### config.mk
export PLATFORM = sky130hd
export DESIGN_NAME = sram_core_arbiter_flat
export DESIGN_NICKNAME = d
export VERILOG_FILES = /design/src/rtl/sram_core_arbiter_pkg.sv /design/src/rtl/sram_core_arbiter_if.sv /design/src/rtl/sram_core_arbiter_tag_fifo.sv /design/src/rtl/sram_core_arbiter.sv /design/src/flat_wrapper.sv
export SDC_FILE = /design/constraint.sdc
export NUM_CORES = 1
export LEC_CHECK = 0
export CELL_PAD_IN_SITES_DETAIL_PLACEMENT = 1
export CELL_PAD_IN_SITES_GLOBAL_PLACEMENT = 1
export CORE_ASPECT_RATIO = 0.5
export CORE_MARGIN = 5
export CORE_UTILIZATION = 19
export CTS_BUF_LIST = sky130_fd_sc_hd__clkbuf_2
export DETAILED_ROUTE_END_ITERATION = 12
export PLACE_DENSITY = 0.91
export SYNTH_ARGS = -nofsm -noshare
export SYNTH_HDL_FRONTEND = slang
export SYNTH_SLANG_ARGS = --single-unit
### constraint.sdc
create_clock -name clk -period 3.5 [get_ports clk]
set_input_delay 0.35 -clock clk [delete_from_list [all_inputs] [get_ports clk]]
set_output_delay 0.35 -clock clk [all_outputs]
set_load 0.05 [all_outputs]
### src/rtl/sram_core_arbiter_pkg.sv
// Shared constants and types for the sram core arbiter slice.
// Word-address/data widths match the sram_axi / sram_top core interface.
package sram_core_arbiter_pkg;

  localparam int unsigned SRAM_ADDR_W = 18;
  localparam int unsigned SRAM_DATA_W = 16;
  localparam int unsigned SRAM_BE_W   = 2;

  typedef enum logic {
    CMD_WR = 1'b0,
    CMD_RD = 1'b1
  } cmd_e;

  function automatic int unsigned wrap_inc(int unsigned idx, int unsigned n);
    return (idx + 1 >= n) ? 0 : idx + 1;
  endfunction

endpackage

### src/rtl/sram_core_arbiter_if.sv
// Requester-side and sram_top-side command/read-data signals of the core arbiter.
// slave = arbiter view, master = requesters plus sram_top view.
interface sram_core_arbiter_if
  import sram_core_arbiter_pkg::*;
#(
  parameter int unsigned NUM_REQ = 2,
  parameter int unsigned ADDR_W  = SRAM_ADDR_W,
  parameter int unsigned DATA_W  = SRAM_DATA_W
);

  logic [NUM_REQ-1:0]          req_req;
  logic [NUM_REQ-1:0]          req_ready;
  logic [NUM_REQ-1:0]          req_rd;
  logic [NUM_REQ*ADDR_W-1:0]   req_addr;
  logic [NUM_REQ*DATA_W/8-1:0] req_be;
  logic [NUM_REQ*DATA_W-1:0]   req_wr_data;
  logic [NUM_REQ-1:0]          req_rd_data_vld;
  logic [DATA_W-1:0]           req_rd_data;

  logic                        sram_req;
  logic                        sram_ready;
  logic                        sram_rd;
  logic [ADDR_W-1:0]           sram_addr;
  logic [DATA_W/8-1:0]         sram_be;
  logic [DATA_W-1:0]           sram_wr_data;
  logic                        sram_rd_data_vld;
  logic [DATA_W-1:0]           sram_rd_data;

  modport slave (
    input  req_req, req_rd, req_addr, req_be, req_wr_data,
    input  sram_ready, sram_rd_data_vld, sram_rd_data,
    output req_ready, req_rd_data_vld, req_rd_data,
    output sram_req, sram_rd, sram_addr, sram_be, sram_wr_data
  );

  modport master (
    output req_req, req_rd, req_addr, req_be, req_wr_data,
    output sram_ready, sram_rd_data_vld, sram_rd_data,
    input  req_ready, req_rd_data_vld, req_rd_data,
    input  sram_req, sram_rd, sram_addr, sram_be, sram_wr_data
  );

endinterface

### src/rtl/sram_core_arbiter_tag_fifo.sv
// sram_arb_tag_fifo: in-order FIFO of requester indices for outstanding reads.
// DEPTH must be a power of 2 so the pointers wrap naturally.
module sram_arb_tag_fifo
  import sram_core_arbiter_pkg::*;
#(
  parameter int unsigned WIDTH = 1,
  parameter int unsigned DEPTH = 4
) (
  input  logic             clk,
  input  logic             reset_,
  input  logic             push,
  input  logic [WIDTH-1:0] push_data,
  input  logic             pop,
  output logic             full,
  output logic             empty,
  output logic [WIDTH-1:0] head
);

  localparam int unsigned PTR_W = $clog2(DEPTH);

  logic [PTR_W-1:0] wr_ptr;
  logic [PTR_W-1:0] rd_ptr;
  logic [PTR_W:0]   count;
  logic [WIDTH-1:0] mem [DEPTH];

  always_ff @(posedge clk or negedge reset_) begin
    if (!reset_) begin
      wr_ptr <= '0;
      rd_ptr <= '0;
      count  <= '0;
    end else begin
      if (push) wr_ptr <= wr_ptr + 1'b1;
      if (pop)  rd_ptr <= rd_ptr + 1'b1;
      case ({push, pop})
        2'b10:   count <= count + 1'b1;
        2'b01:   count <= count - 1'b1;
        default: count <= count;
      endcase
    end
  end

  always_ff @(posedge clk) begin
    if (push) mem[wr_ptr] <= push_data;
  end

  assign full  = (count == (PTR_W+1)'(DEPTH));
  assign empty = (count == '0);
  assign head  = mem[rd_ptr];

endmodule

### src/rtl/sram_core_arbiter.sv
// Zero-latency arbiter sharing the sram_top core port between NUM_REQ requesters.
// Define SRAM_ARB_FIXED_PRIO_EN for fixed priority (requester 0 highest) instead of round-robin.
module sram_core_arbiter
  import sram_core_arbiter_pkg::*;
#(
  parameter int unsigned NUM_REQ   = 2,
  parameter int unsigned ADDR_W    = SRAM_ADDR_W,
  parameter int unsigned DATA_W    = SRAM_DATA_W,
  parameter int unsigned TAG_DEPTH = 4
) (
  input  logic                clk,
  input  logic                reset_,
  sram_core_arbiter_if.slave  bus,
  output logic                arb_err
);

  localparam int unsigned IDX_W = $clog2(NUM_REQ);
  localparam int unsigned BE_W  = DATA_W / 8;

  logic [NUM_REQ-1:0] eligible;
  logic [IDX_W-1:0]   gnt;
  logic [IDX_W-1:0]   head;
  logic               any_elig;
  logic               accept;
  logic               fifo_full;
  logic               fifo_empty;
  logic               fifo_push;
  logic               fifo_pop;
  int unsigned        idx;

  // A full tag FIFO blocks reads even if a return pops it this same cycle.
  assign eligible = bus.req_req & ~(bus.req_rd & {NUM_REQ{fifo_full}});

`ifdef SRAM_ARB_FIXED_PRIO_EN
  always_comb begin
    gnt      = '0;
    any_elig = 1'b0;
    idx      = 0;
    for (int unsigned k = 0; k < NUM_REQ; k++) begin
      idx = k;
      if (!any_elig && eligible[IDX_W'(idx)]) begin
        any_elig = 1'b1;
        gnt      = IDX_W'(idx);
      end
    end
  end
`else
  logic [IDX_W-1:0] rr_ptr;

  always_comb begin
    gnt      = '0;
    any_elig = 1'b0;
    idx      = 0;
    for (int unsigned k = 0; k < NUM_REQ; k++) begin
      idx = int'(rr_ptr) + k;
      if (idx >= NUM_REQ) idx = idx - NUM_REQ;
      if (!any_elig && eligible[IDX_W'(idx)]) begin
        any_elig = 1'b1;
        gnt      = IDX_W'(idx);
      end
    end
  end

  always_ff @(posedge clk or negedge reset_) begin
    if (!reset_)     rr_ptr <= '0;
    else if (accept) rr_ptr <= IDX_W'(wrap_inc(int'(gnt), NUM_REQ));
  end
`endif

  assign bus.sram_req = reset_ & any_elig;
  assign accept       = bus.sram_req & bus.sram_ready;

  always_comb begin
    bus.req_ready      = '0;
    bus.sram_rd        = 1'b0;
    bus.sram_addr      = '0;
    bus.sram_be        = '0;
    bus.sram_wr_data   = '0;
    if (accept) bus.req_ready[gnt] = 1'b1;
    if (bus.sram_req) begin
      bus.sram_rd      = bus.req_rd[gnt];
      bus.sram_addr    = bus.req_addr[gnt*ADDR_W +: ADDR_W];
      bus.sram_be      = bus.req_be[gnt*BE_W +: BE_W];
      bus.sram_wr_data = bus.req_wr_data[gnt*DATA_W +: DATA_W];
    end
  end

  assign fifo_push = accept && (cmd_e'(bus.sram_rd) == CMD_RD);
  assign fifo_pop  = bus.sram_rd_data_vld & ~fifo_empty;

  sram_arb_tag_fifo #(
    .WIDTH (IDX_W),
    .DEPTH (TAG_DEPTH)
  ) u_tag_fifo (
    .clk       (clk),
    .reset_    (reset_),
    .push      (fifo_push),
    .push_data (gnt),
    .pop       (fifo_pop),
    .full      (fifo_full),
    .empty     (fifo_empty),
    .head      (head)
  );

  always_comb begin
    bus.req_rd_data_vld = '0;
    if (reset_ && fifo_pop) bus.req_rd_data_vld[head] = 1'b1;
  end

  assign bus.req_rd_data = bus.sram_rd_data;

  always_ff @(posedge clk or negedge reset_) begin
    if (!reset_)                                  arb_err <= 1'b0;
    else if (bus.sram_rd_data_vld && fifo_empty)  arb_err <= 1'b1;
  end

endmodule

### src/flat_wrapper.sv
// flat-port wrapper written by rule: the top's interface ports become plain ports
module sram_core_arbiter_flat import sram_core_arbiter_pkg::*;
#(
  parameter int unsigned NUM_REQ   = 2,
  parameter int unsigned ADDR_W    = SRAM_ADDR_W,
  parameter int unsigned DATA_W    = SRAM_DATA_W,
  parameter int unsigned TAG_DEPTH = 4
)
  (clk, reset_, arb_err, bus_req_req, bus_req_rd, bus_req_addr, bus_req_be, bus_req_wr_data, bus_sram_ready, bus_sram_rd_data_vld, bus_sram_rd_data, bus_req_ready, bus_req_rd_data_vld, bus_req_rd_data, bus_sram_req, bus_sram_rd, bus_sram_addr, bus_sram_be, bus_sram_wr_data);
  sram_core_arbiter_if #(.NUM_REQ(NUM_REQ), .ADDR_W(ADDR_W), .DATA_W(DATA_W)) bus_i ();
  input  logic clk;
  input  logic reset_;
  output logic arb_err;
  input wire logic [$bits(bus_i.req_req)-1:0] bus_req_req;
  input wire logic [$bits(bus_i.req_rd)-1:0] bus_req_rd;
  input wire logic [$bits(bus_i.req_addr)-1:0] bus_req_addr;
  input wire logic [$bits(bus_i.req_be)-1:0] bus_req_be;
  input wire logic [$bits(bus_i.req_wr_data)-1:0] bus_req_wr_data;
  input wire logic [$bits(bus_i.sram_ready)-1:0] bus_sram_ready;
  input wire logic [$bits(bus_i.sram_rd_data_vld)-1:0] bus_sram_rd_data_vld;
  input wire logic [$bits(bus_i.sram_rd_data)-1:0] bus_sram_rd_data;
  output wire logic [$bits(bus_i.req_ready)-1:0] bus_req_ready;
  output wire logic [$bits(bus_i.req_rd_data_vld)-1:0] bus_req_rd_data_vld;
  output wire logic [$bits(bus_i.req_rd_data)-1:0] bus_req_rd_data;
  output wire logic [$bits(bus_i.sram_req)-1:0] bus_sram_req;
  output wire logic [$bits(bus_i.sram_rd)-1:0] bus_sram_rd;
  output wire logic [$bits(bus_i.sram_addr)-1:0] bus_sram_addr;
  output wire logic [$bits(bus_i.sram_be)-1:0] bus_sram_be;
  output wire logic [$bits(bus_i.sram_wr_data)-1:0] bus_sram_wr_data;
  assign bus_i.req_req = bus_req_req;
  assign bus_i.req_rd = bus_req_rd;
  assign bus_i.req_addr = bus_req_addr;
  assign bus_i.req_be = bus_req_be;
  assign bus_i.req_wr_data = bus_req_wr_data;
  assign bus_i.sram_ready = bus_sram_ready;
  assign bus_i.sram_rd_data_vld = bus_sram_rd_data_vld;
  assign bus_i.sram_rd_data = bus_sram_rd_data;
  assign bus_req_ready = bus_i.req_ready;
  assign bus_req_rd_data_vld = bus_i.req_rd_data_vld;
  assign bus_req_rd_data = bus_i.req_rd_data;
  assign bus_sram_req = bus_i.sram_req;
  assign bus_sram_rd = bus_i.sram_rd;
  assign bus_sram_addr = bus_i.sram_addr;
  assign bus_sram_be = bus_i.sram_be;
  assign bus_sram_wr_data = bus_i.sram_wr_data;
  sram_core_arbiter #(.NUM_REQ(NUM_REQ), .ADDR_W(ADDR_W), .DATA_W(DATA_W), .TAG_DEPTH(TAG_DEPTH)) u_core (.clk(clk), .reset_(reset_), .bus(bus_i), .arb_err(arb_err));
endmodule
* Yosys cells after proc, flatten, opt, wreduce, memory -nomap -nowiden *
Memory sizes are Yosys's and may differ from the RTL's.
Cells that the tools add are included.

cells by class
  equal/unequal tests = 3
  shift-type cells = 3
  add/sub/neg operators = 8
  divide/modulo/power cells = 0
  magnitude comparators = 9
  reduce and logical (&&, ||, !) cells = 9
  bitwise logic cells = 7
  multipliers = 1
  multiplexer cells = 26

operator list
  operator               number
  $shiftx A36 B7 Y18     1
  $shiftx A32 B6 Y16     1
  $mux W1                18
  $mux W18               1
  $mux W16               1
  $lt A1 B2 Y1 const B   4
  $logic_and A1 B1 Y1    6
  $mux W2                3
  $pmux W3 S2            1
  $mul A1 B4 Y5 const B  1
  $add A1 B1 Y2 const B  2
  $add A2 B1 Y2 const B  2
  $and A2 B2 Y2          2
  $ge A2 B2 Y1 const B   2
  $shiftx A4 B3 Y2       1
  $add A3 B1 Y3 const B  1
  $and A1 B1 Y1          3
  $eq A3 B3 Y1 const B   1
  $logic_not A3 Y1       1
  $sub A3 B1 Y3 const B  1
  $demux W1 S1           2
  $eq A2 B1 Y1 const B   1
  $eq A2 B2 Y1 const B   1
  $ge A1 B1 Y1 const B   2
  other kinds (6)        7

storage, ports and cells
  memories = 1
  latch bits = 0
  logic and storage cells = 72
  memory bits (read-only) = 0
  memory bits (writable) = 4
  bits in registers = 9

memory list
  memory                 depth  width  read ports  clocked after Yosys merged registers in  write ports  RTL line                          text
  u_core.u_tag_fifo.mem  4      1      1           0                                        1            sram_core_arbiter_tag_fifo.sv:24  logic [WIDTH-1:0] mem [DEPTH];

* Logic depth before layout (Yosys ltp) *
Gate-level depths: netlist (run 1).

  depth after elaboration = 16
  depth in mapped cells = 12
  mapped depth without buffers = 12

* Modules after synthesis *
A second synthesis (run 1) with hierarchy kept.

unflattened totals
  cell total of the unflattened synthesis = 202
  area, all modules = 1581.5 sq um

by module, submodules not included
  module             area each (sq um)  times used  cells an instance
  sram_core_arbiter  1043.5             1           161
  sram_arb_tag_fifo  538.0              1           41

* Worst setup path before layout (run 1) *
OpenSTA, ideal clock, no wires.

  path kind = flip-flop to flip-flop
  from = register u_core.u_tag_fifo.count[0]
  to = register u_core.u_tag_fifo.count[2]
  path slack = 1.015 ns
  clock period less this slack = 2.485 ns
  arrival = 2.360 ns
  cell stages (with the launch flop) = 13
  data required time = 3.375 ns
  path buffers = 0
  path through = dfrtp_1 and4bb_2 o22a_1 inv_1 nand2_1 nor2_4 inv_1 ha_1 inv_1 fa_1 xor2_1 nor2_1 xor2_1

RTL lines
  element                                                   RTL line                                          text
  from (decl)                                               sram_core_arbiter_tag_fifo.sv:23                  logic [PTR_W:0] count;
  from (signal assigned)                                    sram_core_arbiter_tag_fifo.sv:35                  2'b10: count <= count + 1'b1;
  from (signal assigned)                                    sram_core_arbiter_tag_fifo.sv:36                  2'b01: count <= count - 1'b1;
  from (signal assigned)                                    sram_core_arbiter_tag_fifo.sv:37                  default: count <= count;
  $eq A3 B3 Y1 (*)                                          sram_core_arbiter_tag_fifo.sv:46                  assign full = (count == (PTR_W+1)'(DEPTH));
  $and A2 B2 Y2 (*)                                         sram_core_arbiter.sv:32                           assign eligible = bus.req_req & ~(bus.req_rd & {NUM_REQ{fifo_full}});
  $not A2 Y2 (*)                                            sram_core_arbiter.sv:32
  $and A2 B2 Y2 (*)                                         sram_core_arbiter.sv:32
  $mux W1 (implied by the code) (2 in series)               sram_core_arbiter.sv:57                           if (!any_elig && eligible[IDX_W'(idx)]) begin
  $mux W1                                                   sram_core_arbiter.sv:57
  $logic_not A1 Y1                                          sram_core_arbiter.sv:57
  $logic_and A1 B1 Y1                                       sram_core_arbiter.sv:57
  $mux W1 (*)                                               sram_core_arbiter.sv:57
  $and A1 B1 Y1 (*)                                         sram_core_arbiter.sv:70                           assign bus.sram_req = reset_ & any_elig;
  net bus_sram_req                                          flat_wrapper.sv:25                                output wire logic [$bits(bus_i.sram_req)-1:0] bus_sram_req;
  $and A1 B1 Y1 / $mux W1 (equally long branches)           sram_core_arbiter.sv:71, sram_core_arbiter.sv:80
  $logic_and A1 B1 Y1 (*)                                   sram_core_arbiter.sv:88                           assign fifo_push = accept && (cmd_e'(bus.sram_rd) == CMD_RD);
  $eq A2 B1 Y1 / $eq A2 B2 Y1 (equally long branches)       sram_core_arbiter_tag_fifo.sv:34                  case ({push, pop})
  $pmux W3 S2 / $reduce_bool A2 Y1 (equally long branches)  -

The timed path passes the listed nets; every way through them passes the cells marked *. The select of a mux whose other input is x is not followed.
A chain may end at the register's enable or synchronous reset.

* Worst setup path in the final report (run 1) *
  from = input bus_req_rd[1]
  to = output bus_sram_addr[4]

between the ends
  cells in the longest elaborated chain, start to end = 12

ends and longest elaborated chain
  element                                      RTL line                 text
  from (decl)                                  flat_wrapper.sv:15       input wire logic [$bits(bus_i.req_rd)-1:0] bus_req_rd;
  $and A2 B2 Y2 (*)                            sram_core_arbiter.sv:32
  $not A2 Y2 (*)                               sram_core_arbiter.sv:32
  $and A2 B2 Y2 (*)                            sram_core_arbiter.sv:32
  $mux W1 (implied by the code) (2 in series)  sram_core_arbiter.sv:57
  $mux W1                                      sram_core_arbiter.sv:57
  $logic_not A1 Y1                             sram_core_arbiter.sv:57
  $logic_and A1 B1 Y1                          sram_core_arbiter.sv:57
  $mux W1                                      sram_core_arbiter.sv:57
  $mul A1 B4 Y5                                sram_core_arbiter.sv:82  bus.sram_addr = bus.req_addr[gnt*ADDR_W +: ADDR_W];
  $shiftx A36 B7 Y18                           sram_core_arbiter.sv:82
  $mux W18 (*)                                 sram_core_arbiter.sv:80  if (bus.sram_req) begin
  to (decl)                                    flat_wrapper.sv:27       output wire logic [$bits(bus_i.sram_addr)-1:0] bus_sram_addr;

Every way passes the cells marked *; elsewhere a longest branch is shown, timed or not. The select of a mux whose other input is x is not followed.

==> impl_metrics.py, run 1 <==
metrics = {
    "drt": {
        "m1WireLength_mm": 2.27,
        "drcViolationCount": 0,
        "routedWlPerCell_um": 15.3,
        "dr.pass1.iters": 4,
        "top_layer": "met4",
        "dr_total_vias": 1707,
        "via_per_inst": 4.26,
        "met2_length_mm": 3.58,
        "drtIter0Drc": 62,
        "routed_wl_mm": 6.12,
        "route.met3.wl_um": 159,
        "drtAntennaViolNets": 0,
    },
    "floorplan": {
        "ioPinCount": 155,
        "design.core.area_um2": 7290,
        "rows": 22,
        "fp.dieW_um": 132,
        "start_util": 0.195,
        "dieArea_um2": 9420,
        "fp.dieH_um": 71.2,
    },
    "sta": {
        "setup-tns-final_ns": 0,
        "max_freq_mhz": 372,
        "fin_crit_ns": 2.69,
        "rsz0062_at_grt": "false",
        "tightest_slew_ns": 0.665,
        "finClkSkew_ns": 0.0134,
        "setup_viol": 0,
        "final.setup.worst_slack_ns": 0.814,
        "period_share": 0.767,
        "slew_viol_final": 0,
        "relSlewSlack": 0.556,
        "timing.hold.ws_ns": 0.362,
        "hold_viol": 0,
    },
    "critical_path": {
        "worst-setup-path-type": "input port to output port",
        "worstReg2RegEnd": "u_core.u_tag_fifo.count[2]",
        "cp-start-kind": "input port",
        "arrival_ns": 2.34,
        "r2r_start": "u_core.u_tag_fifo.count[0]",
        "reg2reg_setup_slack_ns": 0.90,
        "endpoint_kind": "output port",
        "path_cells": "clkdlybuf4s50_1, and4bb_2, nor2b_1, o21ai_2, inv_2, nand2_1, a21oi_1, buf_4",
        "worstPathMaxFanout": 41,
        "slowest_stage": "inv_2",
        "crit_start": "bus_req_rd[1]",
        "max_stage_delay_ns": 0.49,
        "worstPathRequired_ns": 3.15,
        "endpoint": "bus_sram_addr[4]",
        "r2r_cells": 11,
    },
    "cts": {
        "cts-resized-gates": 0,
        "cts_buffers": 3,
        "clock-sinks": 13,
        "cts_htree_levels": 1,
        "postCtsSetupRepairBufs": 0,
        "clockRootBuffer": "clkbuf_2",
        "clock_latency_ns": 0.28,
        "cts_max_path_buffers": 2,
        "cts_tree": "built",
        "ctsHoldBuffers": 0,
        "path_clk_slew_ns": 0.14,
    },
    "final_layout": {
        "drive_gt1_frac": 0.193,
        "fin_cells": 401,
        "postLayoutCellArea_um2": 2520,
        "n_antenna_cell": 0,
        "syn2layout_area_growth_pct": 77.6,
        "fin_nets": 408,
    },
    "grt": {
        "grt_pass1_wl_mm": 9.32,
        "grt_overflow": 0,
        "grt_max_degree": 42,
        "grt_pass1_vias": 1803,
        "track_usage": 0.121,
        "antenna_found_initial": 0,
    },
    "pwr": {
        "pwr_density_cell_nw_per_um2": 493,
        "ir_worst_vdd_mv": 0.133,
        "cellLeakagePower_nw": 1.13,
    },
    "place": {
        "dp_hpwl_mm": 5.09,
        "place_area_um2": 2500,
        "pre_cts_ws_ns": 0.679,
        "gp_congestion": 0.826,
        "port_buffers": 122,
        "dp.cells": 397,
    },
    "synth": {
        "syn_inst": 204,
        "yosysSeqAreaShare": 0.243,
        "ys_warn_count": 0,
        "synth_nets": 306,
        "synthDistinctLibCells": 33,
        "ys_ff_latch": 13,
        "avgSynthCellArea_um2": 6.97,
        "syn_area_um2": 1420,
    },
    "run_status": {
        "status": "finished, final reports clean",
    },
    "run": {
        "maxCapViolCount": 0,
    },
    "hold_path": {
        "hold_class": "input port to async pin",
    },
}
[through the flow]
step,power [W],util
CTS,0.00126,0.346
finish,0.00124,0.346
global placement,0.00115,0.343
detailed placement,0.00118,0.343
floorplan,0.000926,-
global route,0.00133,0.346
[critical path: cells and delay by family]
family / cells / cell delay (ns)
and+or+nand+nor: 3 / 0.50
buffers and inverters: 3 / 1.19
AOI/OAI and AO/OA: 2 / 0.27
[cell families after synthesis]
logic type	count (synthesis)	synth area share
muxes	3	0.0334
buffers and inverters	36	0.159
xor gates and xnor gates	6	0.0370
DFF	13	0.243
and+or+nand+nor	97	0.299
AOI/OAI and AO/OA	43	0.170
adders and majority gates	6	0.0581
[Yosys cell counts]
library cell  count  share of area
nand2_1          77           0.20
a21oi_1          37           0.13
buf_4            17          0.090
dfrtp_1           9           0.16
inv_1             7          0.018
nor2_1            6          0.016
ha_1              5          0.044
and2_2            4          0.021
buf_2             4          0.014
edfxtp_1          4          0.085
buf_6             3          0.024
xnor2_1           3          0.018
xor2_1            3          0.018
and4bb_2          2          0.018
buf_1             2         0.0053
clkbuf_1          2         0.0053
nor2b_1           2         0.0088
o21ai_0           2         0.0070
a21o_1            1         0.0053
a22oi_4           1          0.015
a31o_1            1         0.0062
and3_1            1         0.0044
fa_1              1          0.014
inv_2             1         0.0026
mux2_4            1          0.011
mux2i_1           1         0.0070
mux4_2            1          0.016
nor2_4            1         0.0079
nor3_1            1         0.0035
nor3b_1           1         0.0053
o22a_1            1         0.0062
or2b_1            1         0.0053
or3b_1            1         0.0062
[per-layer routing]
layer  up-vias  global-route usage
met2        38               0.247
met1       810               0.128
li1        847                   -
met3        12              0.0163
met5         -                   0
met4         0              0.0384
[layout by cell type, fill, tap and decap left out, drive strengths merged]
| cell type | count |
|---|---|
| clkdlybuf4s50 | 82 |
| nand2 | 77 |
| buf | 43 |
| a21oi | 37 |
| dfrtp | 9 |
| inv | 8 |
| nor2 | 7 |
| ha | 5 |
| and2 | 4 |
| edfxtp | 4 |
| xnor2 | 3 |
| xor2 | 3 |
| clkbuf | 3 |
| and4bb | 2 |
| nor2b | 2 |
| o21ai | 2 |
| o22a | 1 |
| or2b | 1 |
| nor3 | 1 |
| mux4 | 1 |
| or3b | 1 |
| a31o | 1 |
| nor3b | 1 |
| a22oi | 1 |
| and3 | 1 |
| mux2 | 1 |
| a21o | 1 |
| mux2i | 1 |
| fa | 1 |
| clkinv | 1 |
[sequential cells by signal, indices dropped and copies added, names as in the netlist]
name and count:
u_core.arb_err 1, u_core.u_tag_fifo.count 3, u_core.u_tag_fifo.rd_ptr 2, u_core.u_tag_fifo.wr_ptr 2, u_core.rr_ptr 1, u_core.u_tag_fifo.mem 4
[final cells by class]
cell class                      count  area [µm²]
Clock inverter                      1        5.00
Inverter                            8        30.0
Fill cell                         909        4770
Tap cell                           96         120
Sequential cell                    13         345
Timing Repair Buffer              125        1160
Clock buffer                        3        15.0
Multi-Input combinational cell    155         853
[power by group]
group          internal (W)   total, W  switching [W]
clock network     0.0000259  0.0000785      0.0000527
logic              0.000339   0.000888       0.000550
registers          0.000215   0.000278      0.0000630
total              0.000579    0.00124       0.000665
[how the worst min path moves through the flow]
stage	startpoint	depth (start not counted)	endpoint	slack, ns
6_report	reset_	2	u_core.rr_ptr	0.36
4_1_cts	reset_	2	u_core.u_tag_fifo.count[2]	0.36
3_5_place_dp	u_core.arb_err	1	u_core.arb_err	0.45
5_1_grt	reset_	2	u_core.u_tag_fifo.rd_ptr[1]	0.34
2_1_floorplan	reset_	0	u_core.arb_err	0.05
3_3_place_gp	u_core.arb_err	1	u_core.arb_err	0.44
Note: power is estimated with default switching activity, not from simulation.
==> run 2, diff against run 1 <==
--- a/config.mk
+++ b/config.mk
@@ -9,10 +9,10 @@
 export CELL_PAD_IN_SITES_GLOBAL_PLACEMENT = 1
 export CORE_ASPECT_RATIO = 0.5
 export CORE_MARGIN = 5
-export CORE_UTILIZATION = 19
+export CORE_UTILIZATION = 16
 export CTS_BUF_LIST = sky130_fd_sc_hd__clkbuf_2
 export DETAILED_ROUTE_END_ITERATION = 12
-export PLACE_DENSITY = 0.91
+export PLACE_DENSITY = 0.82
 export SYNTH_ARGS = -nofsm -noshare
 export SYNTH_HDL_FRONTEND = slang
 export SYNTH_SLANG_ARGS = --single-unit
==> constraint.sdc (replaced) <==
create_clock -name clk -period 2.3 [get_ports clk]
set_input_delay 0.23 -clock clk [delete_from_list [all_inputs] [get_ports clk]]
set_output_delay 0.23 -clock clk [all_outputs]
set_load 0.05 [all_outputs]
==> run 2 against run 1 <==
  * The flow now finishes with violations (negative setup slack)
  * First-iteration DRC count down 18%
  * Clock power up 61%
  * Worst setup slack worse by 0.88 ns
  * Count of clock-buffer cells in the layout unchanged
  * Flip-flop and latch count unchanged
  * Register-to-register slack worse by 0.97 ns
  * Wire length up 27%
  * Sequential power up 41%
  * Combinational power up 140%
  * Largest power group unchanged
==> impl_metrics.py, run 2 (synthesis gave the netlist of run 1 again) <==
metrics = {
    "grt": {
        "antenna_found_initial": 0,
        "grt_pass1_wl_mm": 11.7,
        "track_usage": 0.135,
        "grt_overflow": 0,
        "grt_max_degree": 38,
        "grt_pass1_vias": 2122,
    },
    "place": {
        "gp_congestion": 0.790,
        "port_buffers": 122,
        "place_area_um2": 2870,
        "dp_hpwl_mm": 5.25,
    },
    "sta": {
        "tightest_slew_ns": 0.498,
        "period_share": 1.03,
        "relSlewSlack": 0.667,
        "final.setup.worst_slack_ns": -0.0672,
        "hold_viol": 0,
        "slew_viol_final": 0,
        "fin_crit_ns": 2.37,
        "rsz0062_at_grt": "true",
        "max_freq_mhz": 422,
        "setup_viol": 20,
        "setup-tns-final_ns": -0.533,
        "finClkSkew_ns": 0.00539,
    },
    "final_layout": {
        "n_antenna_cell": 0,
        "fin_nets": 437,
        "postLayoutCellArea_um2": 3480,
        "final_common_cell": "clkdlybuf4s50_1",
        "drive_gt1_frac": 0.494,
        "syn2layout_area_growth_pct": 145,
        "largest_register": "u_core.u_tag_fifo.mem",
        "largest_reg_flops": 4,
        "mostFrequentLayoutCells": "80 x clkdlybuf4s50_1, 48 x nand2_1, 41 x buf_6",
        "largestRegisters": "u_core.u_tag_fifo.mem: 4 flops, u_core.u_tag_fifo.count: 3 flops",
    },
    "cts": {
        "path_clk_slew_ns": 0.14,
        "clock_latency_ns": 0.30,
        "cts_tree": "built",
        "clockRootBuffer": "clkbuf_2",
        "cts_buffers": 3,
        "cts_htree_levels": 1,
        "cts_max_path_buffers": 2,
        "clock-sinks": 13,
    },
    "pwr": {
        "pwr_density_cell_nw_per_um2": 751,
        "cellLeakagePower_nw": 1.46,
        "intPower_w": 0.00132,
        "switching_power_w": 0.00129,
        "pwr-share-seq": 0.150,
        "p_clk_frac": 0.048,
        "p_comb_frac": 0.802,
        "p_sw_frac": 0.493,
        "ir_worst_vdd_mv": 0.201,
    },
    "critical_path": {
        "r2r_cells": 11,
        "reg2reg_setup_slack_ns": -0.07,
        "r2r_start": "u_core.u_tag_fifo.count[1]",
        "worstReg2RegEnd": "u_core.u_tag_fifo.count[2]",
        "endpoint": "u_core.u_tag_fifo.count[2]",
        "endpoint_kind": "register",
        "worstPathRequired_ns": 2.54,
        "cp-start-kind": "register",
        "arrival_ns": 2.60,
        "worstPathMaxFanout": 2,
        "crit_start": "u_core.u_tag_fifo.count[1]",
        "worst-setup-path-type": "register to register",
    },
    "floorplan": {
        "design.core.area_um2": 8680,
        "rows": 24,
        "fp.dieH_um": 76.6,
        "ioPinCount": 155,
        "start_util": 0.164,
        "dieArea_um2": 11000,
        "fp.dieW_um": 143,
    },
    "drt": {
        "drcViolationCount": 0,
        "drtIter0Drc": 51,
        "routedWlPerCell_um": 17.2,
        "dr.pass1.iters": 4,
        "dr_total_vias": 1870,
        "drtAntennaViolNets": 0,
        "routed_wl_mm": 7.75,
        "via_per_inst": 4.15,
    },
    "run_status": {
        "violations": "negative setup slack",
        "status": "finished with violations",
    },
    "hold_path": {
        "hold_class": "input port to async pin",
    },
    "run": {
        "maxCapViolCount": 0,
    },
}
==> run 2: changes by cell type in the layout (fill, tap and decap cells not counted), sizes merged <==
cell / change
inv: -1
clkdlybuf4s50: -2
clkinvlp: +1
buf: +31
==> run 2: worst min path at each step <==
stage,end,cells past startpoint,start,slack [ns]
floorplan,u_core.arb_err,0,reset_,-0.07
global placement,u_core.arb_err,1,u_core.arb_err,0.44
detailed placement,bus_req_rd_data[3],0,bus_sram_rd_data[3],0.46
CTS,u_core.arb_err,2,reset_,0.29
global route,u_core.u_tag_fifo.wr_ptr[0],2,reset_,0.30
finish,u_core.rr_ptr,2,reset_,0.29
==> run 2: metrics by stage <==
step	instances	hold WS, ns	util	setup WS (ns)	power (W)
2_1_floorplan	204	-0.0656	-	-0.173	0.00148
3_3_place_gp	436	0.440	0.331	-0.243	0.00201
3_5_place_dp	436	0.460	0.331	-0.287	0.00205
4_1_cts	449	0.289	0.383	-0.0857	0.00251
5_1_grt	451	0.300	0.401	-0.176	0.00277
6_report	451	0.289	0.401	-0.0672	0.00261
==> run 2: layout make-up <==
type                            count  area (µm²)
Clock buffer                        3        15.0
Timing Repair Buffer              154        1700
Multi-Input combinational cell    155        1230
Tap cell                          117         146
Inverter                            8        33.8
Sequential cell                    13         345
Fill cell                         973        5200
Clock inverter                      1        5.00
==> run 2: power by group through the flow <==
stage          combinational [W]  sequential, W  clock (W)
6_report                 0.00209       0.000392   0.000126
5_1_grt                  0.00222       0.000403   0.000141
4_1_cts                  0.00198       0.000392   0.000131
3_5_place_dp             0.00166       0.000391          0
3_3_place_gp             0.00162       0.000385          0
2_1_floorplan            0.00105       0.000425          0
==> run 2: what timing repair did <==
action,4_1_cts,5_1_grt
hold buffers,0,0
pin swaps,41,24
gates cloned,3,0
resized for setup,74,44
setup endpoints to repair,39,41
setup buffers,6,4
==> run 2: critical path, stage by stage (launching register included) <==
cell and delay [ns]:
dfrtp_1 0.42, or3b_1 0.38, a31o_1 0.25, a22oi_4 0.22, nor2_4 0.05, inv_2 0.06, ha_4 0.12, inv_2 0.04
fa_2 0.32, xor2_1 0.14, nor2_1 0.13, xor2_1 0.16
==> run 2: metal layers <==
metal / GRT usage / part of all wire / up-vias
li1: - / - / 907
met1: 0.150 / 0.37 / 919
met2: 0.274 / 0.58 / 37
met3: 0.0157 / 0.036 / 7
met4: 0.0226 / 0.0086 / 0
met5: 0 / 0 / -
